## src/rtl/score_tracker.sv

```systemverilog
// Multi-channel game score tracker: saturating per-channel scores with combo doubling,
// a session high score, and registered BCD/leader display outputs.
module score_tracker #(
  parameter int NUM_CH       = 2,
  parameter int DIGITS       = 2,
  parameter int MAX_SCORE    = 99,
  parameter int COMBO_LEN    = 4,
  parameter int MISS_PENALTY = 1,
  localparam int LW          = (NUM_CH > 1) ? $clog2(NUM_CH) : 1
) (
  input  logic                       clk,
  input  logic                       rst_n,
  input  logic                       enable,
  input  logic                       clear,
  input  logic [NUM_CH-1:0]          hit_pulse,
  input  logic [NUM_CH-1:0]          miss_pulse,
  output logic [NUM_CH*DIGITS*4-1:0] score_bcd,
  output logic [NUM_CH-1:0]          combo_active,
  output logic [DIGITS*4-1:0]        high_score_bcd,
  output logic [LW-1:0]              leader
);

  localparam int SW  = $clog2(MAX_SCORE + 1);
  localparam int STW = $clog2(COMBO_LEN + 1);
  localparam logic [SW-1:0]  MAX_V   = SW'(MAX_SCORE);
  localparam logic [STW-1:0] COMBO_V = STW'(COMBO_LEN);

  logic [SW-1:0]  score     [NUM_CH];
  logic [SW-1:0]  score_nx  [NUM_CH];
  logic [STW-1:0] streak    [NUM_CH];
  logic [STW-1:0] streak_nx [NUM_CH];
  logic [SW-1:0]  high_score;
  logic [SW-1:0]  max_score;
  logic [LW-1:0]  lead_idx;

  function automatic logic [SW-1:0] sat_add(input logic [SW-1:0] a, input logic dbl);
    logic [31:0] s;
    s = 32'(a) + (dbl ? 32'd2 : 32'd1);
    return (s > 32'(MAX_SCORE)) ? MAX_V : SW'(s);
  endfunction

  function automatic logic [SW-1:0] sat_sub(input logic [SW-1:0] a);
    logic [31:0] d;
    d = 32'(a);
    return (d > 32'(MISS_PENALTY)) ? SW'(d - 32'(MISS_PENALTY)) : '0;
  endfunction

  // Double-dabble: exact for any value that fits in DIGITS decimal digits.
  function automatic logic [DIGITS*4-1:0] to_bcd(input logic [SW-1:0] v);
    logic [DIGITS*4-1:0] b;
    b = '0;
    for (int i = SW - 1; i >= 0; i--) begin
      for (int d = 0; d < DIGITS; d++)
        if (b[d*4 +: 4] >= 4'd5) b[d*4 +: 4] = b[d*4 +: 4] + 4'd3;
      b = {b[DIGITS*4-2:0], v[i]};
    end
    return b;
  endfunction

  // A simultaneous miss wins over a hit; clear overrides everything.
  always_comb begin
    for (int i = 0; i < NUM_CH; i++) begin
      score_nx[i]  = score[i];
      streak_nx[i] = streak[i];
      if (clear) begin
        score_nx[i]  = '0;
        streak_nx[i] = '0;
      end else if (enable) begin
        if (miss_pulse[i]) begin
          score_nx[i]  = sat_sub(score[i]);
          streak_nx[i] = '0;
        end else if (hit_pulse[i]) begin
          score_nx[i]  = sat_add(score[i], combo_active[i]);
          streak_nx[i] = (streak[i] == COMBO_V) ? streak[i] : streak[i] + 1'b1;
        end
      end
    end
  end

  // Strict compare keeps the lowest index on ties.
  always_comb begin
    max_score = '0;
    lead_idx  = '0;
    for (int i = 0; i < NUM_CH; i++) begin
      if (score[i] > max_score) begin
        max_score = score[i];
        lead_idx  = LW'(i);
      end
    end
  end

  // Stage 0: score, streak and combo flag registers
  always_ff @(posedge clk or negedge rst_n) begin
    if (!rst_n) begin
      for (int i = 0; i < NUM_CH; i++) begin
        score[i]  <= '0;
        streak[i] <= '0;
      end
      combo_active <= '0;
    end else begin
      for (int i = 0; i < NUM_CH; i++) begin
        score[i]        <= score_nx[i];
        streak[i]       <= streak_nx[i];
        combo_active[i] <= (streak_nx[i] == COMBO_V);
      end
    end
  end

  // Stage 1: display conversion, leader and binary high score
  always_ff @(posedge clk or negedge rst_n) begin
    if (!rst_n) begin
      score_bcd  <= '0;
      leader     <= '0;
      high_score <= '0;
    end else begin
      for (int i = 0; i < NUM_CH; i++)
        score_bcd[i*DIGITS*4 +: DIGITS*4] <= to_bcd(score[i]);
      leader <= lead_idx;
      if (max_score > high_score) high_score <= max_score;
    end
  end

  // Stage 2: high score display
  always_ff @(posedge clk or negedge rst_n) begin
    if (!rst_n) high_score_bcd <= '0;
    else        high_score_bcd <= to_bcd(high_score);
  end

endmodule

```

## config.mk

```make
export PLATFORM = sky130hd
export DESIGN_NAME = score_tracker
export DESIGN_NICKNAME = d
export VERILOG_FILES = /design/src/rtl/score_tracker.sv
export SDC_FILE = /design/constraint.sdc
export NUM_CORES = 1
export LEC_CHECK = 0
export ABC_AREA = 1
export CAP_MARGIN = 20
export CORE_UTILIZATION = 35
export CTS_CLUSTER_SIZE = 30
export DETAILED_ROUTE_END_ITERATION = 8
export PLACE_DENSITY = 0.56
export REMOVE_ABC_BUFFERS = 1
export SYNTH_ARGS = -nofsm -noshare
export SYNTH_HDL_FRONTEND = slang
export SYNTH_SLANG_ARGS = --single-unit
```

## constraint.sdc

```tcl
create_clock -name clk -period 3.7 [get_ports clk]
set_input_delay 1.11 -clock clk [delete_from_list [all_inputs] [get_ports clk]]
set_output_delay 1.11 -clock clk [all_outputs]
set_load 0.02 [all_outputs]
```

; Yosys cells after proc, flatten, opt, wreduce, memory -nomap -nowiden
; Cells that the tools add are included.
[op_classes]
div_mod_pow = 0
n_addsub = 21
n_bitwise = 0
order_cmp = 22
n_mul = 0
n_mux = 42
shift = 0
n_eq_ne = 4
reduce_logical = 5
[op_table]
columns = cell, count
row1 = $mux W7, 14
row2 = $mux W4, 12
row3 = $mux W3, 13
row4 = $add A4 B2 Y4 const B, 9
row5 = $ge A4 B3 Y1 const B, 9
row6 = $gt A7 B1 Y1 const B, 3
row7 = $ge A3 B3 Y1 const B, 6
row8 = $add A7 B2 Y8, 2
row9 = $gt A8 B7 Y1 const B, 2
row10 = $gt A7 B7 Y1, 2
row11 = $sub A7 B1 Y7 const B, 2
row12 = $add A3 B2 Y4 const B, 3
row13 = $eq A3 B3 Y1 const B, 4
row14 = $add A3 B2 Y3 const B, 3
row15 = $add A3 B1 Y3 const B, 2
row16 = $reduce_bool A3 Y1, 2
row17 = $mux W2, 2
row18 = $reduce_and A2 Y1, 2
row19 = $reduce_bool A2 Y1, 1
row20 = $mux W1, 1
[totals]
output_inout_bits = 27
mem_count = 0
latchBits = 0
reg_bits = 54
mem_bits_ro = 0
word_cells = 103
inputBits = 8
ram_bits = 0

; Longest topological paths before layout
; Gate-level depths: netlist of the first run.
[depth]
ltp_word = 8
mapped_depth = 24
ltp_nobuf = 24

; Worst setup path after synthesis of the first run
; Ideal clock, no wire load.
[synth_path]
path_kind = flip-flop to flip-flop
start = reg score[8] in the netlist's numbering
end = reg high_score[1]
period_less_slack_ns = 3.419
arrival_ns = 3.288
required_ns = 3.568
path_stages_with_launch = 23
path_buffers = 1
setup_ns = 0.132
path_slack_ns = 0.281
cell_sequence = dfrtp_1 > inv_1 > ha_1 > inv_1 > nor2_1 > nand3_1 > nand2_1 > ha_1 > nand2_1 > o21ai_0 > nand2_1 > o211ai_1 > nand2_1 > inv_1 > nand2_1 > o21ai_0 > ha_1 > nand2_1 > o21ai_0 > nand2_1 > a22oi_1 > clkbuf_1 > o21ai_0
[synth_between]
elab_chain_cells = 5
[synth_lines]
columns = element, line_no
row1 = from (decl), 28  ; logic [SW-1:0] score [NUM_CH];
row2 = "from (signal, indexed assignment)", 102  ; score[i] <= score_nx[i];
row3 = $gt A7 B1 Y1, 85  ; if (score[i] > max_score) begin
row4 = $mux W7 *, 85
row5 = $gt A7 B7 Y1, 85
row6 = $mux W7 *, 85
row7 = net max_score[1], 33  ; logic [SW-1:0] max_score;
row8 = $gt A7 B7 Y1, 119  ; if (max_score > high_score) high_score <= max_score;
row9 = to (signal assigned), 119
row10 = to (decl), 32  ; logic [SW-1:0] high_score;
; Mark *: on every way through the listed nets, which the timed path passes. The rest lies on a longest branch.
; A chain may end at the register's enable or synchronous reset.

; Final worst setup path of the first run
[layout_path]
start = reg high_score[5]
end = reg high_score_bcd[6]
[layout_between]
elab_chain_cells = 8
word_cells_on_any_way = 12
classes_between = add/sub (4) / order compare (4) / mux (4)
[layout_lines]
columns = element, line_no
row1 = $add A3 B2 Y4 or $ge A3 B3 Y1 (tied branches), 54  ; if (b[d*4 +: 4] >= 4'd5) b[d*4 +: 4] = b[d*4 +: 4] + 4'd3;
row2 = $mux W4 *, 54
row3 = $add A4 B2 Y4 or $ge A4 B3 Y1 (tied branches), 54
row4 = $mux W4, 54
row5 = $add A4 B2 Y4 or $ge A4 B3 Y1 (tied branches), 54
row6 = $mux W4, 54
row7 = $add A3 B2 Y3 or $ge A3 B3 Y1 (tied branches), 54
row8 = $mux W3 *, 54
row9 = to (signal assigned), 126  ; else high_score_bcd <= to_bcd(high_score);
row10 = to (decl), 19  ; output logic [DIGITS*4-1:0] high_score_bcd,
; Mark *: on every way between the ends. The rest lies on a longest branch, timed or not.

==> results of run 1 <==
-- power breakdown --
group | switching, W | internal, W | leakage (nW) | total [W]
sequential | 0.0000778 | 0.000770 | 0.701 | 0.000848
clock | 0.000227 | 0.000317 | 0.0799 | 0.000544
combinational | 0.00164 | 0.00110 | 2.16 | 0.00273
total | 0.00194 | 0.00218 | 2.94 | 0.00413
-- layout by cell type, fill, tap and decap left out, types with 3 or more instances in the layout --
master	synthesis	layout
o21ai_0	36	33
nand2_2	21	24
nand2_4	3	3
ha_1	54	54
nand2_1	185	182
buf_4	1	29
o21ai_1	15	17
clkbuf_16	0	5
xor2_2	2	3
or2_2	7	7
nand4_1	9	9
clkdlybuf4s50_1	0	33
nand3_2	8	8
dfrtp_1	54	54
a31oi_1	3	3
nor2_1	27	27
a21oi_1	18	18
inv_1	83	81
xor2_1	17	16
inv_2	10	12
nor3_1	10	9
nand3_1	56	56
-- registers in the layout (all words and copies together) (netlist names) --
name            cells
leader              1
high_score_bcd      8
score_bcd          16
score              14
high_score          7
streak              6
combo_active        2
-- cell families after synthesis --
family / share of synthesized area [%]
and+or+nand+nor: 32.41
buffers and inverters: 9.117
AOI/OAI and AO/OA: 10.43
adders and majority gates: 15.29
DFF: 28.88
xor gates and xnor gates: 3.877
-- area by class of cell --
cell class                 instances  area (sq um)
clock inverter                     2         38.79
tap                              172         215.2
fill                            1297          7238
sequential                        54          1351
multi-input combinational        491          2930
timing repair buffer              64         573.1
clock buffer                       5         125.1
inverter                          94         352.8
-- critical path: stages (launching register included) --
cell and delay [ps]:
dfrtp_1 380, inv_2 70, ha_1 190, nand2_1 80, nand3_1 90, nand2_2 110
ha_1 170, inv_1 50, or2_2 280, nand3_1 110, nand2_1 100, xor2_2 160
inv_1 100, ha_1 170, inv_1 50, or2_2 280, nand3_1 80, nand3_1 100
nand2_2 100, inv_1 50, ha_1 200, o21ai_2 150, inv_1 70, nand2_1 50
o21ai_0 70
-- final timing paths --
path | startpoint | endpoint
min in group asynchronous | rst_n | score[5]
setup / recovery | high_score[5] | high_score_bcd[6]
setup reg to reg | high_score[5] | high_score_bcd[6]
hold / removal | high_score[0] | high_score_bcd[0]
hold reg to reg | high_score[0] | high_score_bcd[0]
max in group asynchronous | rst_n | score_bcd[4]
-- routing by layer --
layer	global-route usage (%)	up-vias	wire, um
met1	21.19	1937	5055
met5	0	-	0
met3	3.101	12	334
met2	26.47	65	4877
met4	4.407	0	116
li1	-	2214	-
-- through the flow --
step	setup TNS [ps]	setup slack (ps)
after global routing	0	1.002
final	0	296.3
after CTS	0	99.38
after global placement	0	131.3
after detailed placement	-263.4	-42.74
after floorplan	0	195.1
-- timing repair --
item / 4_1_cts / 5_1_grt
pin swaps: 0 / 3
endpoints found under the setup margin: 7 / 11
hold buffers: 0 / 0
gates resized for setup: 1 / 11
buffers inserted: 0 / 3
==> results_dict.tcl, run 1 <==
set metrics [dict create \
    outcome "finished, final reports clean" \
    drive_above_1_share_pct 14.37 \
    core-area_sq_mm 0.01282 \
    leakage_nw 2.945 \
    grt_first_pass_wirelength_um 18250 \
    ir_drop_mv 0.2422 \
    synth_top_area_share_pct 28.88 \
    path_clk_slew_ps 70 \
    drv_cap 0 \
    slew_headroom_pct 52.17 \
    yosysTopAreaCell "dfrtp_1" \
    clock_skew_ps 9.166 \
    syn_to_final_growth_pct 19.39 \
    portBuffers 34 \
    clock-sinks 54 \
    fin_cells 882 \
    start_kind "register" \
    power.density_mw_per_mm2 738.6 \
    start_util_pct 36.49 \
    hp-class "register to register" \
    crit_required_ps 3880 \
    post-route-period-util_pct 91.99 \
    ant_nets 0 \
    rsz0062_at_grt "false" \
    grt_overflow_total 0 \
    synth_ff_type "dfrtp_1" \
    root_buffer "clkbuf_16" \
    worstSkewPairLatency_ps 310 \
    die_height_um 117.6 \
    drc 0 \
    antenna_found_initial 0 \
    viasPerCell 4.794 \
    power_w 0.004126 \
    path_max_fanout 5 \
    grt_max_degree 55 \
    grt_pass1_vias 4033 \
    clock_path_buffers 2 \
    async_reset_ff_share_pct 100.0 \
    fmax_ghz 0.2938 \
    min_period_ps 3404 \
    design.die.area_sq_mm 0.01384 \
    final_nets 774 \
    reg2reg_slack_ps 300 \
    wl_um 10390 \
    synthTopCellsByCount "185 x nand2_1, 83 x inv_1, 56 x nand3_1" \
    final_hold_viol_count 0 \
    drt_iter0_markers 191 \
    criticalPathCategory "register to register" \
    synth_edf_count 0 \
    rows 41 \
    ys_types 41 \
    reg2reg_depth 24 \
    finalSetupViolations 0 \
    hpwlAfterDp_um 8122 \
    synthesis.area_sq_mm 0.004679 \
    whs_ps 420.1 \
    maxSlewViolCount 0 \
    yosysWarnings 0 \
    place_congestion 0.8081 \
    design_area_sq_mm 0.005587 \
    cp-end-kind "register" \
    n_antenna_cell 0 \
    dr.pass1.iters 5 \
    postSynthAreaPerCell_sq_um 7.221 \
    cts_max_level 2 \
    synth_seq_cells 54 \
    die_w_um 117.6 \
    routed-via-count 4228 \
    synth_cells 648 \
    post_drt_wl_per_cell_um 11.77 \
    grt_usage_pct 16.02 \
    cts_buffers 5 \
    post-route-util_pct 43.56 \
    arrival_ps 3580 \
    ys_seq_area_share_pct 28.88 \
    place_inst 872 \
    yosys-top-cells-area "dfrtp_1 29%, nand2_1 15%, ha_1 14%, inv_1 6.7%, nand3_1 6.0%" \
    io_pins 35 \
    tightest_slew_ps 717.5 \
    place_area_sq_mm 0.005359 \
    yosysMostFrequentCell "nand2_1" \
    worstHoldPathCells 0 \
    cts_tree "done" \
]
(Power assumes the default switching activity.)
==> inputs of run 2 (changes only) <==
--- a/config.mk
+++ b/config.mk
@@ -10,6 +10,7 @@
 export CORE_UTILIZATION = 35
 export CTS_CLUSTER_SIZE = 30
 export DETAILED_ROUTE_END_ITERATION = 8
+export GPL_ROUTABILITY_DRIVEN = 0
 export PLACE_DENSITY = 0.56
 export REMOVE_ABC_BUFFERS = 1
 export SYNTH_ARGS = -nofsm -noshare
==> constraint.sdc (replaced) <==
create_clock -name clk -period 3.7 [get_ports clk]
set_input_delay 1.11 -clock clk [delete_from_list [all_inputs] [get_ports clk]]
set_output_delay 1.11 -clock clk [all_outputs]
set_load 0.05 [all_outputs]
==> results of run 2 <==
Same layout as run 1 (identical final DEF). Status: finished, final reports clean.
Main changes from that run: total power 0.004126 W -> 0.004372 W
==> inputs of run 3 (changes only) <==
--- a/config.mk
+++ b/config.mk
@@ -11,6 +11,7 @@
 export CTS_CLUSTER_SIZE = 30
 export DETAILED_ROUTE_END_ITERATION = 8
 export GPL_ROUTABILITY_DRIVEN = 0
+export GPL_TIMING_DRIVEN = 0
 export PLACE_DENSITY = 0.56
 export REMOVE_ABC_BUFFERS = 1
 export SYNTH_ARGS = -nofsm -noshare
==> run 3 against run 2 <==
Clock power shrank 3%. Global-route usage fell by 0.44 points. Die area unchanged. Setup slack got worse by 14 ps. Final area is 0.65% lower. Register-to-register slack barely moved.
==> results_dict.tcl, run 3 (synthesis results as in run 1) <==
set metrics [dict create \
    power.density_mw_per_mm2 769.6 \
    largest-register "score_bcd" \
    routed-via-count 4185 \
    die_height_um 117.6 \
    leakage_nw 2.887 \
    min_period_ps 3417 \
    criticalPathCategory "register to register" \
    worstSkewPairLatency_ps 310 \
    path_cells "inv_2, ha_1, nand2_1, nand3_1, nand2_2, ha_2, inv_1, or2_2, nand3_1, nand2_1, xor2_2, inv_2, ha_1, inv_1, or2_2, nand3_1, nand3_1, nand2_2, inv_1, ha_1, o21ai_2, inv_1, nand2_1, o21ai_0" \
    start_util_pct 36.49 \
    hold_start "high_score[0]" \
    clock_path_buffers 2 \
    path_clk_slew_ps 80 \
    viasPerCell 4.799 \
    die_w_um 117.6 \
    post-route-util_pct 43.28 \
    crit_start "high_score[5]" \
    finalSetupViolations 0 \
    biggestRegsByFlops "score_bcd: 16 flops, score: 14 flops, high_score_bcd: 8 flops" \
    design_area_sq_mm 0.005550 \
    outcome "finished, final reports clean" \
    tightest_slew_ps 571.0 \
    clock-sinks 54 \
    n_antenna_cell 0 \
    drt_iter0_markers 153 \
    critPathSlowestCell "dfrtp_1" \
    fin_cells 872 \
    top_layer "met4" \
    cp-end-kind "register" \
    design.die.area_sq_mm 0.01384 \
    antenna_found_initial 0 \
    ant_nets 0 \
    core-area_sq_mm 0.01282 \
    slew_headroom_pct 61.79 \
    final_hold_viol_count 0 \
    io_pins 35 \
    ir_drop_mv 0.2760 \
    routed-wl-met2_um 4801 \
    cts_buffers 5 \
    hpwlAfterDp_um 7753 \
    maxSlewViolCount 0 \
    arrival_ps 3610 \
    worstHoldPathCells 0 \
    cts_tree "done" \
    final_cell_mix "180 x nand2_1, 77 x inv_1, 55 x nand3_1" \
    start_kind "register" \
    grt_usage_pct 15.58 \
    r2r-start "high_score[5]" \
    post-route-period-util_pct 92.36 \
    rows 41 \
    wl_met3_um 279 \
    grt_max_degree 37 \
    cp_slowest_stage_delay_ps 380 \
    post_drt_wl_per_cell_um 11.65 \
    reg2reg_depth 24 \
    place_area_sq_mm 0.005176 \
    grt_first_pass_wirelength_um 17960 \
    path_max_fanout 5 \
    wl_um 10160 \
    portBuffers 34 \
    mostFrequentLayoutCell "nand2_1" \
    met1_length_um 4924 \
    final_nets 763 \
    cts_max_level 2 \
    hold_buffers 0 \
    drive_above_1_share_pct 16.14 \
    fmax_ghz 0.2926 \
    clock_skew_ps 10.21 \
    largest_reg_flops 16 \
    syn_to_final_growth_pct 18.61 \
    drv_cap 0 \
    hp-class "register to register" \
    drc 0 \
    root_buffer "clkbuf_16" \
    grt_overflow_total 0 \
    dr.pass1.iters 4 \
    crit_required_ps 3890 \
    place_inst 846 \
    grt_pass1_vias 4076 \
]
[run 3: per-stage QoR]
step	worst slack [ps]	hold slack [ps]	total power (W)	setup TNS [ps]
after floorplan	195.1	380.5	0.002945	0
after global placement	-666.8	400.3	0.003506	-21850
after detailed placement	-712.0	400.3	0.003564	-4750
after CTS	49.63	419.3	0.004193	0
after global routing	-8.232	447.1	0.004723	-8.232
final	282.7	416.1	0.004271	0
[run 3: per-layer routing]
layer,up-vias,track usage [%]
li1,2208,-
met1,1911,19.79
met2,54,26.51
met3,12,2.762
met4,0,5.208
met5,-,0
[run 3: where the power goes]
group / switching [W] / internal (W) / leakage [nW]
clock: 0.000250 / 0.000278 / 0.0794
combinational: 0.00183 / 0.00101 / 2.12
sequential: 0.000128 / 0.000772 / 0.690
[run 3: worst max-delay path, delay by kind of cell, from the launching register on]
family	cells	cell delay, ps
AO/OA/AOI/OAI	2	230
XOR/XNOR	1	170
adder cells (fa/ha/maj)	4	740
buffers and inverters	6	380
flip-flops	1	380
AND/OR/NAND/NOR	11	1420
[run 3: final cells by class]
| cell class | instances | area (sq um) |
|---|---|---|
| clock buffer | 6 | 138.9 |
| clock inverter | 2 | 20.02 |
| fill | 1316 | 7274 |
| inverter | 94 | 356.6 |
| multi-input combinational | 492 | 2975 |
| sequential | 54 | 1361 |
| tap | 172 | 215.2 |
| timing repair buffer | 52 | 483.0 |
[run 3: path summary, 6_finish.rpt]
path / slack (ps) / to
max reg2reg: 280 / high_score_bcd[6]
min: 420 / high_score_bcd[0]
max: 280 / high_score_bcd[6]
min in group asynchronous: 740 / score_bcd[13]
min reg2reg: 420 / high_score_bcd[0]
max in group asynchronous: 2380 / score[10]
[run 3: what timing repair did]
item / CTS / global route
endpoints found under the hold margin: 0 / 0
buffers inserted: 0 / 17
gates resized for setup: 12 / 26
gates cloned: 1 / 0
pin swaps: 1 / 5
setup endpoints to repair: 7 / 20
